===== src/rtl/risc_pkg.sv =====
// Shared definitions for the instruction issue unit: instruction field positions, HALT opcode, FSM states.
// The HALT state exists only when INSTR_ISSUE_HALT_EN is defined.
package risc_pkg;

  localparam int OPC_MSB = 15;
  localparam int OPC_LSB = 13;
  localparam int OP_MSB  = 12;
  localparam int OP_LSB  = 11;

  localparam logic [2:0] HALT_OPC = 3'b111;

  typedef enum logic [2:0] {
    IDLE,
    FETCH,
    MEMWAIT,
    LOAD,
    ISSUE,
    ACK,
    DONE
`ifdef INSTR_ISSUE_HALT_EN
    , HALT
`endif
  } issue_state_t;

endpackage


===== src/rtl/instr_issue_if.sv =====
// Instruction-memory read bus plus the start/wait handshake with the controller FSM.
// The master side is the issue unit; the slave side is memory plus controller.
interface instr_issue_if #(
  parameter int PC_W = 8,
  parameter int IW   = 16
);

  logic            mem_rd;
  logic [PC_W-1:0] mem_addr;
  logic [IW-1:0]   mem_rdata;
  logic            w;
  logic            s;
  logic [2:0]      opcode;
  logic [1:0]      ALUop;

  modport master (
    output mem_rd, mem_addr, s, opcode, ALUop,
    input  mem_rdata, w
  );

  modport slave (
    input  mem_rd, mem_addr, s, opcode, ALUop,
    output mem_rdata, w
  );

endinterface


===== src/rtl/instr_issue.sv =====
// Instruction fetch/issue unit: fetches into IR, pulses s to the controller, waits for completion.
// Define INSTR_ISSUE_HALT_EN to make opcode 3'b111 park the unit in HALT until reset.
module instr_issue
  import risc_pkg::*;
#(
  parameter int              PC_W     = 8,
  parameter int              IW       = 16,
  parameter logic [PC_W-1:0] RESET_PC = '0
) (
  input  logic                clk,
  input  logic                reset,
  input  logic                run,
  instr_issue_if.master       bus,
  output logic [IW-1:0]       ir,
  output logic [PC_W-1:0]     pc,
  output logic                busy
`ifdef INSTR_ISSUE_HALT_EN
  , output logic              halted
`endif
);

  issue_state_t state;
  issue_state_t next;
  logic         memRd;
  logic         startPulse;

  // State, IR and PC registers; IR and PC change only in LOAD
  always_ff @(posedge clk) begin
    if (reset) begin
      state <= IDLE;
      pc    <= RESET_PC;
      ir    <= '0;
    end else begin
      state <= next;
      if (state == LOAD) begin
        ir <= bus.mem_rdata;
        pc <= pc + PC_W'(1);
      end
    end
  end

  // Next-state and handshake outputs
  always_comb begin
    next       = state;
    memRd      = 1'b0;
    startPulse = 1'b0;
    busy       = 1'b1;
    case (state)
      IDLE: begin
        busy = 1'b0;
        if (run) next = FETCH;
      end
      FETCH: begin
        memRd = 1'b1;
        next  = MEMWAIT;
      end
      MEMWAIT: next = LOAD;
      LOAD: begin
`ifdef INSTR_ISSUE_HALT_EN
        if (bus.mem_rdata[OPC_MSB:OPC_LSB] == HALT_OPC) next = HALT;
        else next = ISSUE;
`else
        next = ISSUE;
`endif
      end
      ISSUE: begin
        if (bus.w) begin
          startPulse = 1'b1;
          next       = ACK;
        end
      end
      ACK: begin
        if (!bus.w) next = DONE;
      end
      DONE: begin
        // w high again means the controller finished this instruction
        if (bus.w) next = run ? FETCH : IDLE;
      end
`ifdef INSTR_ISSUE_HALT_EN
      HALT: busy = 1'b0;
`endif
      default: next = IDLE;
    endcase
  end

`ifdef INSTR_ISSUE_HALT_EN
  assign halted = (state == HALT);
`endif

  assign bus.mem_rd   = memRd;
  assign bus.mem_addr = pc;
  assign bus.s        = startPulse;
  assign bus.opcode   = ir[OPC_MSB:OPC_LSB];
  assign bus.ALUop    = ir[OP_MSB:OP_LSB];

endmodule


===== src/flat_wrapper.sv =====
// flat-port wrapper written by rule: the top's interface ports become plain ports
module instr_issue_flat import risc_pkg::*;
#(
  parameter int              PC_W     = 8,
  parameter int              IW       = 16,
  parameter logic [PC_W-1:0] RESET_PC = '0
)
  (clk, reset, run, ir, pc, busy, bus_mem_rd, bus_mem_addr, bus_s, bus_opcode, bus_ALUop, bus_mem_rdata, bus_w);
  instr_issue_if #(.PC_W(PC_W), .IW(IW)) bus_i ();
  input  logic clk;
  input  logic reset;
  input  logic run;
  output logic [IW-1:0] ir;
  output logic [PC_W-1:0] pc;
  output logic busy;
  output wire logic [$bits(bus_i.mem_rd)-1:0] bus_mem_rd;
  output wire logic [$bits(bus_i.mem_addr)-1:0] bus_mem_addr;
  output wire logic [$bits(bus_i.s)-1:0] bus_s;
  output wire logic [$bits(bus_i.opcode)-1:0] bus_opcode;
  output wire logic [$bits(bus_i.ALUop)-1:0] bus_ALUop;
  input wire logic [$bits(bus_i.mem_rdata)-1:0] bus_mem_rdata;
  input wire logic [$bits(bus_i.w)-1:0] bus_w;
  assign bus_mem_rd = bus_i.mem_rd;
  assign bus_mem_addr = bus_i.mem_addr;
  assign bus_s = bus_i.s;
  assign bus_opcode = bus_i.opcode;
  assign bus_ALUop = bus_i.ALUop;
  assign bus_i.mem_rdata = bus_mem_rdata;
  assign bus_i.w = bus_w;
  instr_issue #(.PC_W(PC_W), .IW(IW), .RESET_PC(RESET_PC)) u_core (.clk(clk), .reset(reset), .run(run), .bus(bus_i), .ir(ir), .pc(pc), .busy(busy));
endmodule

===== config.mk =====
export PLATFORM = sky130hd
export DESIGN_NAME = instr_issue_flat
export DESIGN_NICKNAME = d
export VERILOG_FILES = /design/src/rtl/risc_pkg.sv /design/src/rtl/instr_issue_if.sv /design/src/rtl/instr_issue.sv /design/src/flat_wrapper.sv
export SDC_FILE = /design/constraint.sdc
export NUM_CORES = 1
export LEC_CHECK = 0
export ABC_AREA = 0
export BUFFER_PORTS_ARGS = -buffer_cell sky130_fd_sc_hd__buf_2
export CAP_MARGIN = 10
export CORE_AREA = 2 2 58 60
export DETAILED_ROUTE_END_ITERATION = 8
export DIE_AREA = 0 0 60 62
export HOLD_SLACK_MARGIN = 0.02
export PLACE_DENSITY = 0.72
export SLEW_MARGIN = 10
export SYNTH_ARGS = -nofsm -noshare
export SYNTH_HDL_FRONTEND = slang
export SYNTH_SLANG_ARGS = --single-unit

===== constraint.sdc =====
create_clock -name clk -period 1.16 [get_ports clk]
set_input_delay 0.174 -clock clk [delete_from_list [all_inputs] [get_ports clk]]
set_output_delay 0.174 -clock clk [all_outputs]
set_load 0.01 [all_outputs]

==> results.sh <==
export IMPL_status="finished with violations"
export IMPL_failed_checks="negative setup slack"
export IMPL_swShare=0.285
export IMPL_slowest_delay_ns=0.35
export IMPL_fillers=295
export IMPL_regToRegEndpoint="u_core.bus.mem_addr[5]$_SDFFE_PP0N_"
export IMPL_yosysSeqAreaShare=0.462
export IMPL_h_tree_depth=1
export IMPL_core_area_mm2=0.00318
export IMPL_layout_setup_ws_ns=-0.244
export IMPL_p_leak_nw=0.895
export IMPL_cts_root_buf="clkbuf_4"
export IMPL_critPathBufInv=2
export IMPL_yosysWarnings=0
export IMPL_synth_avg_cell_area_um2=8.19
export IMPL_vias=1212
export IMPL_min_period_over_period=1.21
export IMPL_hold_violations=0
export IMPL_drt_wl_total_um=3140
export IMPL_cpMaxStageDelayCell="dfxtp_2"
export IMPL_arrival_ns=1.23
export IMPL_grt_max_degree=20
export IMPL_grt_pass1_wl_um=4260
export IMPL_yosys_area_top_type="dfxtp_1"
export IMPL_peakVddDrop_uv=505
export IMPL_cp_start_kind="register"
export IMPL_postSynth_topFlopCell="dfxtp_1"
export IMPL_p_switching_mw=0.530
export IMPL_clk_path_buf_depth=2
export IMPL_post_place_cells=241
export IMPL_ios=60
export IMPL_start_util=0.368
export IMPL_p_seq_frac=0.531
export IMPL_grt_overflow_total=0
export IMPL_synth_cells=143
export IMPL_grt_antenna_before_repair=0
export IMPL_gp_congestion=0.764
export IMPL_reg2reg_depth=4
export IMPL_dp_hpwl_um=1890
export IMPL_track_usage=0.152
export IMPL_setup_violations=10
export IMPL_worst_slew_pin_slew_ns=0.245
export IMPL_ant_nets=0
export IMPL_required_ns=0.99
export IMPL_drive_above_1_share=0.646
export IMPL_synth_edff_count=0
export IMPL_die_x_um=60
export IMPL_slew_viol_final=0
export IMPL_total_power_mw=1.86
export IMPL_power_internal_mw=1.33
export IMPL_min_from="bus_mem_rdata[12]"
export IMPL_die_height_um=62
export IMPL_path_common_cell="buf_6"
export IMPL_r2r_setup_slack_ns=-0.16
export IMPL_portBuffers=59
export IMPL_hold_path_class="in -> reg"
export IMPL_fin_cells=258
export IMPL_cp_top_family="flip-flops"
export IMPL_cap_violations=0
export IMPL_clkSlewWorstSetupHoldPaths_ns=0.16
export IMPL_path_class="reg -> out"
export IMPL_synthDistinctLibCells=24
export IMPL_placed_area_mm2=0.00152
export IMPL_first_pass_iters=4
export IMPL_pwr_share_comb=0.240
export IMPL_cp_cell_sequence="buf_6 > or3_4 > buf_6"
export IMPL_n_antenna_cell=0
export IMPL_synth_top_area_share=0.462
export IMPL_netlist_area_mm2=0.00117
export IMPL_synth_most_common_cell="nand2_1"
export IMPL_hold_depth=3
export IMPL_crit_path_max_fanout=4
export IMPL_synthTopCellsByArea="dfxtp_1, nand2_1, a21oi_1"
export IMPL_fin_skew_ns=0.0165
export IMPL_wl_per_cell_um=12.2
export IMPL_timing_rr_start="u_core.state[2]$_SDFFE_PP0P_"
export IMPL_drc=0
export IMPL_drt_iter0_markers=22
export IMPL_clkLatencyLatePin_ns=0.33
export IMPL_period_needed_ns=1.40
export IMPL_rsz0062_at_grt="yes"
export IMPL_startpoint="u_core.state[1]$_SDFFE_PP0P_"
export IMPL_mappedNetlistNets=164
export IMPL_grt_pass1_vias=1017
export IMPL_whs_endpoint="u_core.ir[12]$_SDFFE_PP0N_"
export IMPL_max_slew_margin=0.835
export IMPL_power_density_cell_area_mw_per_mm2=950
export IMPL_p_clk_frac=0.230
export IMPL_async_reset_ff_frac=0
export IMPL_nets=234
export IMPL_syn_to_final_growth_pct=67.2
export IMPL_fmax_ghz=0.712
export IMPL_ys_top_cells_by_count="nand2_1, dfxtp_1, a21oi_1"
export IMPL_via_per_inst=4.70
export IMPL_die_area_mm2=0.00372
export IMPL_cts_hold_buf=0
export IMPL_numCtsBuffers=3
export IMPL_tritoncts="built"
export IMPL_worst_setup_path_end_kind="output port"
export IMPL_ys_ff_latch=27
export IMPL_final_cell_area_mm2=0.00196
export IMPL_cts_sinks=27
export IMPL_rows=21
## worst register-to-register path: stages (launching register included)
cell and delay, ns:
dfxtp_2 0.36, buf_6 0.11, nand3b_4 0.19, or4_1 0.48, a21oi_1 0.13
## state kept, by name (all words and copies together), names as in the netlist
signal / count
u_core.ir: 16
u_core.bus.mem_addr: 8
u_core.state: 3
## cells in the final DEF (no fill, tap or decap), drive strengths merged, types with 3 or more instances in the layout
cell type / netlist / routed
or3: 4 / 4
a21oi: 24 / 24
o21ai: 4 / 4
dfxtp: 27 / 27
buf: 19 / 87
nor2: 5 / 5
nand2: 39 / 39
clkbuf: 3 / 3
## power groups by stage
stage | clock, mW | combinational, mW | sequential, mW
floorplan | 0 | 0.180 | 1.01
global placement | 0 | 0.286 | 1.01
detailed placement | 0 | 0.289 | 1.01
CTS | 0.436 | 0.352 | 0.986
global route | 0.492 | 0.488 | 0.992
finish | 0.427 | 0.446 | 0.987
## repair_timing
item                       in CTS  in global routing
pin swaps                       2                 10
gates resized for setup         9                 68
setup endpoints to repair       7                 35
buffers inserted                7                  6
cloned                          0                  1
hold endpoints to repair        0                  0
## cell type report
class                           instances  area [um^2]  share of cell area
Clock buffer                            3         22.5              0.0115
Tap cell                               46         57.6              0.0294
Timing Repair Buffer                   87          668               0.341
Multi-Input combinational cell         94          637               0.325
Sequential cell                        27          566               0.289
Clock inverter                          1         7.51             0.00383
## worst max-delay path by stage
stage,slack (ns),cells past startpoint,endpoint
final,-0.24,3,busy
after detailed placement,-0.05,4,u_core.bus.mem_addr[4]$_SDFFE_PP0N_
after CTS,-0.27,3,busy
after global routing,-0.30,3,busy
after floorplan,-0.02,4,u_core.bus.mem_addr[4]$_SDFFE_PP0N_
after global placement,-0.02,3,u_core.bus.mem_addr[5]$_SDFFE_PP0N_
## cells by family after synthesis
group                      share of synthesized area
and+or+nand+nor                                0.233
AOI/OAI and AO/OA                              0.147
DFF                                            0.462
buffers and inverters                          0.125
xor gates and xnor gates                      0.0224
adders and majority gates                     0.0107
## metal layers
layer	vias to the layer above	GRT usage	wire [um]
li1	605	-	-
met4	0	0.0571	17
met1	561	0.183	1280
met2	44	0.262	1660
met3	2	0.0373	184
met5	-	0	0
## through the flow
| stage | hold slack [ns] | setup slack (ns) | TNS, ns | utilization |
|---|---|---|---|---|
| after global routing | 0.0256 | -0.304 | -2.30 | 0.616 |
| final | 0.0517 | -0.244 | -1.23 | 0.616 |
| after detailed placement | 0.421 | -0.0542 | -0.140 | 0.479 |
| after floorplan | 0.310 | -0.0178 | -0.0184 | - |
| after global placement | 0.415 | -0.0207 | -0.0327 | 0.479 |
| after CTS | 0.0503 | -0.274 | -1.09 | 0.513 |
Power figures use the tool's default switching activity.
